### src/rtl/cska_pipe_addsub.sv
// Pipelined carry-skip adder/subtractor with valid/ready handshake.
// Each stage resolves one SEG-bit segment with ripple blocks plus skip muxes and
// registers the segment carry, partial sum and remaining operand bits.
module cska_pipe_addsub #(
  parameter int unsigned WIDTH  = 32,
  parameter int unsigned BLOCK  = 4,
  parameter int unsigned STAGES = 2
) (
  input  logic             i_clk,
  input  logic             i_rst_n,
  input  logic             i_valid,
  output logic             o_ready,
  input  logic [WIDTH-1:0] i_a,
  input  logic [WIDTH-1:0] i_b,
  input  logic             i_sub,
  input  logic             i_cin,
  output logic             o_valid,
  input  logic             i_ready,
  output logic [WIDTH-1:0] o_sum,
  output logic             o_cout,
  output logic             o_ovf
);

  localparam int unsigned SEG  = WIDTH / STAGES;
  localparam int unsigned NBLK = SEG / BLOCK;
  localparam int unsigned MSB  = WIDTH - 1;
  localparam int unsigned LAST = STAGES - 1;

  if (STAGES < 1 || STAGES > 8 || (WIDTH % (BLOCK * STAGES)) != 0) begin : g_bad_cfg
    $error("cska_pipe_addsub: illegal WIDTH/BLOCK/STAGES combination");
  end

  // One segment: ripple inside each block, skip mux selects the block carry-out.
  function automatic logic [SEG:0] seg_add(input logic [SEG-1:0] a,
                                           input logic [SEG-1:0] b,
                                           input logic           cin);
    logic [SEG-1:0] s;
    logic           c;
    logic           rc;
    logic           p;
    s = '0;
    c = cin;
    for (int unsigned blk = 0; blk < NBLK; blk++) begin
      rc = c;
      p  = 1'b1;
      for (int unsigned i = 0; i < BLOCK; i++) begin
        s[blk*BLOCK+i] = a[blk*BLOCK+i] ^ b[blk*BLOCK+i] ^ rc;
        rc = (a[blk*BLOCK+i] & b[blk*BLOCK+i]) | (rc & (a[blk*BLOCK+i] ^ b[blk*BLOCK+i]));
        p  = p & (a[blk*BLOCK+i] ^ b[blk*BLOCK+i]);
      end
      c = p ? c : rc;
    end
    return {c, s};
  endfunction

  // Stage registers; b_q already holds the conditionally inverted operand.
  logic [WIDTH-1:0] a_q   [STAGES];
  logic [WIDTH-1:0] b_q   [STAGES];
  logic [WIDTH-1:0] sum_q [STAGES];
  logic             c_q   [STAGES];
  logic             v_q   [STAGES];
  logic             ovf_q;

  // Per-stage inputs (stage 0 from ports, stage k from stage k-1) and next state.
  logic [WIDTH-1:0] a_in  [STAGES];
  logic [WIDTH-1:0] b_in  [STAGES];
  logic [WIDTH-1:0] s_in  [STAGES];
  logic             c_in  [STAGES];
  logic             v_in  [STAGES];
  logic [WIDTH-1:0] sum_d [STAGES];
  logic             c_d   [STAGES];
  logic [SEG:0]     seg_r [STAGES];
  logic             ovf_d;
  logic             en;

  assign o_valid = v_q[LAST];
  assign o_sum   = sum_q[LAST];
  assign o_cout  = c_q[LAST];
  assign o_ovf   = ovf_q;
  // The whole pipe advances together; it only freezes when the output is held.
  assign en      = ~o_valid | i_ready;
  assign o_ready = en;

  // Segment arithmetic for every stage plus overflow of the final word.
  always_comb begin
    a_in[0] = i_a;
    b_in[0] = i_sub ? ~i_b : i_b;
    c_in[0] = i_sub ^ i_cin;
    s_in[0] = '0;
    v_in[0] = i_valid;
    for (int unsigned k = 1; k < STAGES; k++) begin
      a_in[k] = a_q[k-1];
      b_in[k] = b_q[k-1];
      c_in[k] = c_q[k-1];
      s_in[k] = sum_q[k-1];
      v_in[k] = v_q[k-1];
    end
    for (int unsigned k = 0; k < STAGES; k++) begin
      seg_r[k] = seg_add(a_in[k][k*SEG +: SEG], b_in[k][k*SEG +: SEG], c_in[k]);
      sum_d[k] = s_in[k];
      sum_d[k][k*SEG +: SEG] = seg_r[k][SEG-1:0];
      c_d[k]   = seg_r[k][SEG];
    end
    ovf_d = (a_in[LAST][MSB] == b_in[LAST][MSB]) && (sum_d[LAST][MSB] != a_in[LAST][MSB]);
  end

  // Pipeline registers: cleared on reset, shift only while enabled.
  always_ff @(posedge i_clk or negedge i_rst_n) begin
    if (!i_rst_n) begin
      for (int unsigned k = 0; k < STAGES; k++) begin
        a_q[k]   <= '0;
        b_q[k]   <= '0;
        sum_q[k] <= '0;
        c_q[k]   <= 1'b0;
        v_q[k]   <= 1'b0;
      end
      ovf_q <= 1'b0;
    end else if (en) begin
      for (int unsigned k = 0; k < STAGES; k++) begin
        a_q[k]   <= a_in[k];
        b_q[k]   <= b_in[k];
        sum_q[k] <= sum_d[k];
        c_q[k]   <= c_d[k];
        v_q[k]   <= v_in[k];
      end
      ovf_q <= ovf_d;
    end
  end

endmodule

### config.mk
export PLATFORM = sky130hd
export DESIGN_NAME = cska_pipe_addsub
export DESIGN_NICKNAME = d
export VERILOG_FILES = /design/src/rtl/cska_pipe_addsub.sv
export SDC_FILE = /design/constraint.sdc
export NUM_CORES = 1
export LEC_CHECK = 0
export CORE_ASPECT_RATIO = 1.2
export CORE_UTILIZATION = 51
export DETAILED_ROUTE_END_ITERATION = 6
export PLACE_DENSITY = 0.81
export SYNTH_ARGS = -nofsm -noshare
export SYNTH_HDL_FRONTEND = slang
export SYNTH_SLANG_ARGS = --single-unit
### constraint.sdc
create_clock -name i_clk -period 8.4 [get_ports i_clk]
set_input_delay 0.84 -clock i_clk [delete_from_list [all_inputs] [get_ports i_clk]]
set_output_delay 0.84 -clock i_clk [all_outputs]
set_load 0.01 [all_outputs]
==> results.yml, run 1 <==
run_status:
  outcome: "complete, no violations"
global_routing:
  antenna_found_initial: 0
  grt_overflow: 0
  grt_pass1_wl_um: 16200
  track_usage: 0.214
  grt_pass1_vias: 3573
  grt_max_degree: 92
clock_network:
  htree_levels: 3
  hold_buffers: 0
  cts_sinks: 85
  clock-root-buffer: "clkbuf_8"
  clock_latency_ns: 0.35
  cts.clk_slew.worst_paths_ns: 0.07
  cts_buffer_depth: 2
  cts_tree: "yes"
  numCtsBuffers: 9
place:
  dpl.hpwl_um: 6850
  gp_congestion: 0.817
  dpl-instance-area_sq_mm: 0.00591
  place_inst: 691
  dpl_worst_slack_ns: -0.548
  portBuffers: 105
cells_and_area:
  layout-drive-gt1-share: 0.0750
  diodes: 0
  area_growth_pct: 29.5
  nNetsFinal: 717
  final_cells: 707
  stdcell_area_sq_mm: 0.00614
critical_path:
  reg2reg_depth: 26
  cp.depth: 25
  cp.buffers_inverters: 3
  critical_path_class: "primary input to register"
  cp-end-kind: "register"
  cp_data_required_time_ns: 8.64
  crit_path_top_delay_cell: "clkdlybuf4s50_1"
  crit_path_frequent_cell: "fa_2"
  r2r-end: "o_ovf"
  worstSetupStartpointType: "primary input"
  crit_arrival_ns: 8.40
  rr_startpoint: "c_in[0]"
  cpLargestDelayFamily: "adder cells"
  r2r_slack_ns: 0.54
  slowest_delay_ns: 0.44
  worst-path-max-fanout: 3
timing:
  finalSetupViolCount: 0
  rsz0062_at_grt: "no"
  slew_viol_final: 0
  finalWorstSetupSlack_ns: 0.242
  min_period_over_period: 0.971
  slew_headroom: 0.307
  fin_crit_ns: 8.16
  hold_viol: 0
  fin_skew_ns: 0.0110
  worst_pin_slew_ns: 1.04
  fmax_mhz: 123
pwr:
  p_leak_nw: 2.96
  power.density_mw_per_mm2: 230
  peakVddDrop_mv: 0.0959
  power_mw: 1.41
logic_synthesis:
  synth_nets: 616
  synth_seq_cells: 85
  netlist_instances: 482
  synth_edf_count: 0
  yosys_warnings: 0
  synth.area.top_cells: "dfrtp_1, fa_1, nand2_1"
  yosysTopAreaCell: "dfrtp_1"
  ys_top_cells_by_count: "nand2_1, dfrtp_1, inv_1"
  netlist_area_sq_mm: 0.00475
  synth_cell_types: 26
  ys.flop_type: "dfrtp_1"
  async_flop_share: 1.00
  yosysSeqAreaShare: 0.448
  synth.most_common_cell: "nand2_1"
  avgSynthCellArea_sq_um: 9.85
  synth_top_area_share: 0.448
drt:
  routedWlPerCell_um: 13.3
  vias_per_cell: 4.73
  drt_wl_total_um: 9370
  remaining_drc_errors: 0
  drt_iter0_drc: 122
  vias: 3343
  first_pass_iters: 4
  ant_nets: 0
floorplanning:
  coreArea_sq_mm: 0.00903
  die_area_sq_mm: 0.00970
  io-pin-count: 106
  die_y_um: 108
  initial_core_util: 0.525
  fp-row-count: 38
  die_width_um: 90.1
min_path:
  worstHoldStart: "o_sum[6]"
  hold_depth: 2
  min_to: "o_sum[6]"
  hp-class: "register to register"
run:
  drv_cap: 0
[how the worst max path moves through the flow]
stage | startpoint | endpoint
after floorplan | i_sub | s_in[15]
after global placement | i_b[0] | s_in[15]
after detailed placement | i_b[0] | s_in[15]
after CTS | i_b[0] | s_in[15]
after global routing | i_a[0] | s_in[15]
final | i_cin | s_in[15]
[state kept, by name (all words and copies together) (netlist names)]
signal   cells
a_in        16
b_in        16
c_in         1
o_cout       1
o_ovf        1
o_sum       32
o_valid      1
s_in        16
v_in         1
[layout by cell type, fill, tap and decap left out]
master	instances
mux2_2	2
o21ai_0	18
nor3_2	1
nand2_1	161
xor2_1	18
bufinv_16	1
clkbuf_8	11
nor3b_1	1
nor2b_4	1
ha_1	32
inv_1	37
buf_2	1
dfrtp_1	85
clkdlybuf4s50_1	102
clkinvlp_4	1
dlymetal6s2s_1	1
xnor2_2	1
nand2b_1	1
buf_4	9
inv_2	1
nor2_1	19
and3_1	1
o31a_1	1
fa_2	9
xnor2_1	14
a31oi_1	1
nand4_1	8
clkinv_2	2
o31ai_1	2
xor2_2	1
fa_1	23
nor2b_1	1
a21oi_1	17
a211oi_2	1
mux2_4	1
o31ai_2	1
[through the flow]
stage               hold slack (ns)   util  TNS (ns)
floorplan                     0.430      -         0
global placement              0.440  0.654    -0.595
detailed placement            0.448  0.654     -1.14
CTS                           0.464  0.679         0
global route                  0.487  0.680         0
finish                        0.467  0.680         0
[cells by family (layout without fill, tap and decap cells)]
| kind of cell | after synthesis | after routing | synth area share |
|---|---|---|---|
| adders and majority gates | 64 | 64 | 0.219 |
| xor gates and xnor gates | 34 | 34 | 0.0643 |
| AOI/OAI and AO/OA | 41 | 41 | 0.0475 |
| DFF | 85 | 85 | 0.448 |
| buffers and inverters | 61 | 166 | 0.0517 |
| and+or+nand+nor | 194 | 194 | 0.162 |
| muxes | 3 | 3 | 0.00712 |
[power breakdown]
group / internal, mW / total (mW) / switching, mW
Clock: 0.151 / 0.290 / 0.139
Combinational: 0.271 / 0.518 / 0.247
Sequential: 0.528 / 0.606 / 0.0781
Total: 0.951 / 1.41 / 0.464
[repair_timing]
action,in CTS,in global routing
buffers inserted,0,1
endpoints found under the setup margin,2,2
gates resized for setup,5,2
pin swaps,1,1
[worst min-delay path, delay by kind of cell, from the launching register on]
kind / cells / cell delay [ns]
flip-flops: 1 / 0.34
AND/OR/NAND/NOR: 2 / 0.10
[layer usage]
metal	up-vias	part of all wire	routed length [um]	global-route usage
met2	80	0.52	4850	0.372
met5	-	0	0	0
li1	1666	-	-	-
met1	1586	0.42	3910	0.264
met4	0	0.019	175	0.0829
met3	11	0.046	435	0.0445
[cell type report]
type	instances	area [sq um]
clock buffers	11	151
flip-flops and latches	85	2130
fillers	724	2890
inverters	38	143
repair buffers	113	1110
well taps	120	150
multi-input cells	336	2420
clock inverters	4	47.5
Power figures use the tool's default switching activity.
==> run 2: changes to the inputs <==
--- a/config.mk
+++ b/config.mk
@@ -7,6 +7,7 @@
 export LEC_CHECK = 0
 export CORE_ASPECT_RATIO = 1.2
 export CORE_UTILIZATION = 51
+export CTS_CLUSTER_DIAMETER = 60
 export DETAILED_ROUTE_END_ITERATION = 6
 export PLACE_DENSITY = 0.81
 export SYNTH_ARGS = -nofsm -noshare
==> results of run 2 <==
No change in the layout: final DEF, timing and power equal those of run 1.
==> run 3: changes to the inputs <==
--- a/config.mk
+++ b/config.mk
@@ -5,6 +5,7 @@
 export SDC_FILE = /design/constraint.sdc
 export NUM_CORES = 1
 export LEC_CHECK = 0
+export CAP_MARGIN = 15
 export CORE_ASPECT_RATIO = 1.2
 export CORE_UTILIZATION = 51
 export CTS_CLUSTER_DIAMETER = 60
==> results of run 3 <==
No change in the layout: final DEF, timing and power equal those of run 1.
